File: config.mk
export PLATFORM = sky130hd
export DESIGN_NAME = pc_fetch_flat
export DESIGN_NICKNAME = d
export VERILOG_FILES = /design/src/rtl/pc_fetch_pkg.sv /design/src/rtl/pc_fetch_if.sv /design/src/rtl/pc_fetch_npc_calc.sv /design/src/rtl/pc_fetch.sv /design/src/flat_wrapper.sv
export SDC_FILE = /design/constraint.sdc
export NUM_CORES = 1
export LEC_CHECK = 0
export CAP_MARGIN = 30
export CORE_MARGIN = 1.5
export CORE_UTILIZATION = 30
export DETAILED_ROUTE_END_ITERATION = 8
export GPL_TIMING_DRIVEN = 1
export HOLD_SLACK_MARGIN = 0.03
export PLACE_DENSITY = 0.61
export SLEW_MARGIN = 30
export SYNTH_ARGS = -nofsm -noshare
export SYNTH_HDL_FRONTEND = slang
export SYNTH_SLANG_ARGS = --single-unit
File: constraint.sdc
create_clock -name clk -period 13.6 [get_ports clk]
set_input_delay 2.04 -clock clk [delete_from_list [all_inputs] [get_ports clk]]
set_output_delay 2.04 -clock clk [all_outputs]
set_load 0.02 [all_outputs]
File: src/rtl/pc_fetch_pkg.sv
// pc_fetch_pkg: shared encodings and memory-map defaults for the fetch stage.
package pc_fetch_pkg;
  typedef enum logic [1:0] {NPC_SEQ = 2'd0, NPC_BR = 2'd1, NPC_J = 2'd2, NPC_JR = 2'd3} npc_op_e;
  typedef enum logic [1:0] {ST_RUN = 2'd0, ST_HALT = 2'd1, ST_FAULT = 2'd2} state_e;
  localparam logic [31:0] PC_RESET_DEFAULT = 32'h0000_3000;
  localparam logic [31:0] IM_BASE_DEFAULT = 32'h0000_3000;
  localparam int IM_DEPTH_DEFAULT = 4096;
endpackage

File: src/rtl/pc_fetch_if.sv
// pc_fetch_if: control inputs and fetch/status outputs of the fetch stage.
interface pc_fetch_if;
  logic        en;
  logic        halt;
  logic [1:0]  npc_op;
  logic        cmp_true;
  logic [15:0] imm16;
  logic [25:0] instr_index;
  logic [31:0] jr_target;
  logic [31:0] pc;
  logic [31:0] pc_plus4;
  logic [31:0] retired_cnt;
  logic [1:0]  state;
  logic        fault;
  logic [31:0] fault_pc;
  modport master (
    input  en, halt, npc_op, cmp_true, imm16, instr_index, jr_target,
    output pc, pc_plus4, retired_cnt, state, fault, fault_pc
  );
  modport slave (
    output en, halt, npc_op, cmp_true, imm16, instr_index, jr_target,
    input  pc, pc_plus4, retired_cnt, state, fault, fault_pc
  );
endinterface

File: src/rtl/pc_fetch_npc_calc.sv
// pc_fetch_npc_calc: combinational next-PC target and instruction-window legality.
module pc_fetch_npc_calc
  import pc_fetch_pkg::*;
#(
  parameter logic [31:0] IM_BASE = IM_BASE_DEFAULT,
  parameter int IM_DEPTH = IM_DEPTH_DEFAULT
) (
  input  logic [31:0] pc_i,
  input  npc_op_e     npc_op_i,
  input  logic        cmp_true_i,
  input  logic [15:0] imm16_i,
  input  logic [25:0] instr_index_i,
  input  logic [31:0] jr_target_i,
  output logic [31:0] pc_plus4_o,
  output logic [31:0] target_o,
  output logic        legal_o
);
  // 33-bit bounds keep the top-of-window compare from overflowing
  localparam logic [32:0] LO = {1'b0, IM_BASE};
  localparam logic [32:0] HI = LO + (33'(IM_DEPTH) << 2) - 33'd4;
  logic [31:0] br_off;
  assign pc_plus4_o = pc_i + 32'd4;
  assign br_off = {{14{imm16_i[15]}}, imm16_i, 2'b00};
  assign target_o = npc_op_i == NPC_JR ? jr_target_i :
                    npc_op_i == NPC_J ? {pc_plus4_o[31:28], instr_index_i, 2'b00} :
                    npc_op_i == NPC_BR && cmp_true_i ? pc_plus4_o + br_off : pc_plus4_o;
  assign legal_o = target_o[1:0] == 2'b00 && {1'b0, target_o} >= LO && {1'b0, target_o} <= HI;
endmodule

File: src/rtl/pc_fetch.sv
// pc_fetch: program counter, retire counter and RUN/HALT/FAULT control.
module pc_fetch
  import pc_fetch_pkg::*;
#(
  parameter logic [31:0] PC_RESET = PC_RESET_DEFAULT,
  parameter logic [31:0] IM_BASE = IM_BASE_DEFAULT,
  parameter int IM_DEPTH = IM_DEPTH_DEFAULT
) (
  input logic clk,
  input logic reset,
  pc_fetch_if.master bus
);
  state_e      state_q;
  logic [31:0] pc_q, pc_d, cnt_q, fault_pc_q;
  logic        fault_q, legal;
  pc_fetch_npc_calc #(.IM_BASE(IM_BASE), .IM_DEPTH(IM_DEPTH)) u_npc (
    .pc_i(pc_q),
    .npc_op_i(npc_op_e'(bus.npc_op)),
    .cmp_true_i(bus.cmp_true),
    .imm16_i(bus.imm16),
    .instr_index_i(bus.instr_index),
    .jr_target_i(bus.jr_target),
    .pc_plus4_o(bus.pc_plus4),
    .target_o(pc_d),
    .legal_o(legal)
  );
  // HALT and FAULT are absorbing: only reset leaves them
  always_ff @(posedge clk) begin
    if (reset) begin
      state_q <= ST_RUN;
      pc_q <= PC_RESET;
      cnt_q <= '0;
      fault_q <= 1'b0;
      fault_pc_q <= '0;
    end else if (state_q == ST_RUN) begin
      if (bus.halt) begin
        state_q <= ST_HALT;
      end else if (bus.en && !legal) begin
        state_q <= ST_FAULT;
        fault_q <= 1'b1;
        fault_pc_q <= pc_q;
      end else if (bus.en) begin
        pc_q <= pc_d;
        cnt_q <= cnt_q + 32'd1;
      end
    end
  end
  assign bus.pc = pc_q;
  assign bus.retired_cnt = cnt_q;
  assign bus.state = state_q;
  assign bus.fault = fault_q;
  assign bus.fault_pc = fault_pc_q;
endmodule

File: src/flat_wrapper.sv
// flat-port wrapper written by rule: the top's interface ports become plain ports
module pc_fetch_flat import pc_fetch_pkg::*;
#(
  parameter logic [31:0] PC_RESET = PC_RESET_DEFAULT,
  parameter logic [31:0] IM_BASE = IM_BASE_DEFAULT,
  parameter int IM_DEPTH = IM_DEPTH_DEFAULT
)
  (clk, reset, bus_en, bus_halt, bus_npc_op, bus_cmp_true, bus_imm16, bus_instr_index, bus_jr_target, bus_pc, bus_pc_plus4, bus_retired_cnt, bus_state, bus_fault, bus_fault_pc);
  pc_fetch_if bus_i ();
  input logic clk;
  input logic reset;
  input wire logic [$bits(bus_i.en)-1:0] bus_en;
  input wire logic [$bits(bus_i.halt)-1:0] bus_halt;
  input wire logic [$bits(bus_i.npc_op)-1:0] bus_npc_op;
  input wire logic [$bits(bus_i.cmp_true)-1:0] bus_cmp_true;
  input wire logic [$bits(bus_i.imm16)-1:0] bus_imm16;
  input wire logic [$bits(bus_i.instr_index)-1:0] bus_instr_index;
  input wire logic [$bits(bus_i.jr_target)-1:0] bus_jr_target;
  output wire logic [$bits(bus_i.pc)-1:0] bus_pc;
  output wire logic [$bits(bus_i.pc_plus4)-1:0] bus_pc_plus4;
  output wire logic [$bits(bus_i.retired_cnt)-1:0] bus_retired_cnt;
  output wire logic [$bits(bus_i.state)-1:0] bus_state;
  output wire logic [$bits(bus_i.fault)-1:0] bus_fault;
  output wire logic [$bits(bus_i.fault_pc)-1:0] bus_fault_pc;
  assign bus_i.en = bus_en;
  assign bus_i.halt = bus_halt;
  assign bus_i.npc_op = bus_npc_op;
  assign bus_i.cmp_true = bus_cmp_true;
  assign bus_i.imm16 = bus_imm16;
  assign bus_i.instr_index = bus_instr_index;
  assign bus_i.jr_target = bus_jr_target;
  assign bus_pc = bus_i.pc;
  assign bus_pc_plus4 = bus_i.pc_plus4;
  assign bus_retired_cnt = bus_i.retired_cnt;
  assign bus_state = bus_i.state;
  assign bus_fault = bus_i.fault;
  assign bus_fault_pc = bus_i.fault_pc;
  pc_fetch #(.PC_RESET(PC_RESET), .IM_BASE(IM_BASE), .IM_DEPTH(IM_DEPTH)) u_core (.clk(clk), .reset(reset), .bus(bus_i));
endmodule
==> results.py <==
metrics = {
    "critical_path": {
        "r2r_cells": 19,
        "cp-end-kind": "flop",
        "crit_required_ps": 13840,
        "start_kind": "primary input",
        "crit_chain": "clkdlybuf4s50_1 -> ha_1 -> nand2_2 -> o21ai_0 -> o21ai_0 -> a41oi_1 -> o311ai_0 -> nor4bb_1 -> o2111ai_1 -> or4b_1 -> or3_1 -> or4_1 -> mux2_1",
        "slowest_delay_ps": 810,
        "crit_arrival_ps": 7370,
        "cpMostUsedCell": "o21ai_0",
        "cp_max_fo": 29,
        "path_depth": 13,
        "path_buf_inv": 1,
        "critPathSlowestCell": "clkdlybuf4s50_1",
        "critPathTopFamily": "simple AND/OR/NAND/NOR gates",
        "crit_type": "primary input to flop",
    },
    "logic_synthesis": {
        "synth-edff-count": 0,
        "syn-num-nets": 1153,
        "synth_cells": 1038,
        "synth_seq_area_share": 0.243,
        "yosys_warnings": 0,
        "mappedNetlistArea_sq_mm": 0.00815,
        "async_reset_ff_frac": 0,
        "synth.ff_latch_count": 99,
        "syn_avg_cell_area_sq_um": 7.85,
        "ys_types": 78,
        "synthFlopType": "dfxtp_1",
    },
    "global_route": {
        "track_usage": 0.202,
        "grt_pass1_vias": 7994,
        "grt_max_degree": 83,
        "grt_overflow": 0,
        "antenna_found_initial": 0,
        "grt_pass1_wl_um": 45500,
    },
    "placed_design": {
        "place_area_sq_mm": 0.0104,
        "port_buffers": 211,
        "dp_hpwl_um": 22000,
        "gp_congestion": 0.883,
    },
    "floorplanning": {
        "io_pins": 212,
        "initial_core_util": 0.304,
        "coreArea_sq_mm": 0.0268,
        "dieArea_sq_mm": 0.0282,
        "dieHeight_um": 168,
        "dieWidth_um": 168,
        "rows": 60,
    },
    "clock_tree": {
        "clockBufferDepth": 2,
        "cts_inserted_buffers": 9,
        "htreeDepth": 3,
        "cts_tree": "done",
        "cts_hold_buf": 0,
        "clk_latency_ps": 350,
        "cts_sinks": 99,
        "postCtsSetupRepairBufs": 0,
        "path_clk_slew_ps": 80,
        "cts_resized": 0,
        "cts_root_buf": "clkbuf_16",
    },
    "job": {
        "drv_cap": 0,
    },
    "sta": {
        "fin_tns_setup_ps": 0,
        "slew_violations": 0,
        "fin_crit_sh": 0.524,
        "setup_viol": 0,
        "worst_slew_pin_slew_ps": 946,
        "clock_skew_ps": 10.7,
        "timing.fmax_ghz": 0.140,
        "hold_viol_final": 0,
        "fin_crit_ps": 7130,
        "rsz0062_at_grt": "no",
        "slew_headroom": 0.366,
    },
    "detailed_routing": {
        "drc": 0,
        "vias": 8371,
        "routedWlPerCell_um": 18.9,
        "drtPass1Iterations": 5,
        "routed_wl_um": 29000,
        "drtAntennaViolNets": 0,
        "viasPerCell": 5.45,
        "drtIter0Drc": 307,
    },
    "run_status": {
        "status": "finished, final reports clean",
    },
    "power": {
        "power_mw": 0.654,
        "ir_worst_vdd_uv": 51.9,
        "power.density_mw_per_mm2": 61.0,
        "p_leak_nw": 3.94,
    },
    "finish": {
        "finalInstanceArea_sq_mm": 0.0107,
        "syn_to_final_growth_pct": 31.6,
        "fillers": 2740,
        "nets": 1304,
        "antenna_cells": 0,
        "seq_area_sq_mm": 0.00198,
        "multi_input_area_sq_mm": 0.00577,
        "utilization": 0.400,
        "drive_gt1_frac": 0.0637,
    },
    "min_path": {
        "holdPathStages": 2,
        "holdCritPathClass": "flop to flop",
    },
}
## report_power, final
group / switching, mW / internal, mW
clock network: 0.124 / 0.127
registers: 0.00126 / 0.291
logic: 0.0647 / 0.0459
## synth_stat cells, types with 8 or more instances
library cell / n / area, sq um
dfxtp_1: 99 / 1980
nand2_1: 98 / 368
nor2_1: 97 / 364
mux2i_1: 63 / 631
nor3b_1: 62 / 465
clkbuf_1: 58 / 218
a21oi_1: 50 / 250
and3_1: 33 / 206
ha_1: 33 / 413
nand3_1: 33 / 165
a32oi_1: 32 / 280
o21ai_0: 30 / 150
xnor2_1: 29 / 254
nor2b_1: 28 / 175
inv_1: 23 / 86.3
nand4_1: 23 / 144
nor3_1: 23 / 115
xor2_1: 22 / 193
mux2_2: 21 / 236
buf_2: 15 / 75.1
a211oi_1: 14 / 105
and4_1: 10 / 87.6
or3_1: 8 / 50.1
## path summary, 6_finish.rpt
| path | to | slack (ps) | startpoint |
|---|---|---|---|
| hold / removal | u_core.bus.fault | 490 | u_core.bus.fault |
| hold reg to reg | u_core.bus.fault | 490 | u_core.bus.fault |
| setup / recovery | u_core.bus.retired_cnt[16] | 6470 | bus_imm16[15] |
| setup reg to reg | u_core.bus.retired_cnt[16] | 7060 | u_core.bus.pc[3] |
## per-stage QoR
step | setup slack, ps | hold WS, ps | cells
after floorplan | 7770 | 555 | 1038
after global placement | 6200 | 477 | 1519
after detailed placement | 6160 | 479 | 1519
after CTS | 6530 | 490 | 1535
after global routing | 6120 | 517 | 1535
final | 6470 | 487 | 1535
## metal layers
layer / track usage / vias to the layer above / part of all wire
li1: - / 4134 / -
met2: 0.334 / 250 / 0.46
met3: 0.0480 / 26 / 0.081
met1: 0.266 / 3961 / 0.45
met5: 0 / - / 0
met4: 0.0419 / 0 / 0.011
## worst reg2reg max path: stages, from the launching register on
cell and delay (ps):
dfxtp_1 440, ha_1 270, nand4_1 230, or4_4 650, nor2_1 220, nand2_1 100
xnor2_1 360, ha_1 410, a21oi_1 290, o21ai_0 250, or3_1 400, o21ai_0 70
o21ba_2 180, xnor2_1 130, o21ai_0 150, o211ai_1 130, buf_4 360, or3_1 810
or4_1 650, mux2_1 330
## cells by family after synthesis
logic type,Yosys count,synth area share
flip-flops,99,0.243
AO/OA/AOI/OAI,211,0.184
adder cells (fa/ha/maj),34,0.0531
multiplexers,89,0.114
AND/OR/NAND/NOR,451,0.299
XOR/XNOR,51,0.0548
buffers and inverters,103,0.0520
## state kept, by name, indices dropped and copies added (netlist names)
signal / count
u_core.bus.fault_pc: 32
u_core.bus.pc: 32
u_core.bus.retired_cnt: 32
u_core.bus.state: 2
u_core.bus.fault: 1
## layout make-up
class,count,area share
inverters,23,0.00805
repair buffers,220,0.203
multi-input cells,836,0.538
clock inverters,7,0.00548
well taps,341,0.0398
flip-flops and latches,99,0.185
clock buffers,9,0.0210
## layout by cell type, fill, tap and decap left out, drive strengths merged, types with 16 or more instances in the layout
master	instances
o21ai	34
nor2b	28
a21oi	53
mux2	26
nand4	25
xnor2	29
clkdlybuf4s50	210
a211oi	16
xor2	22
mux2i	63
dfxtp	99
and3	34
nor2	98
inv	25
nor3b	62
nand2	99
nand3	33
nor3	23
a32oi	32
ha	33
Note: power is estimated with default switching activity, not from simulation.
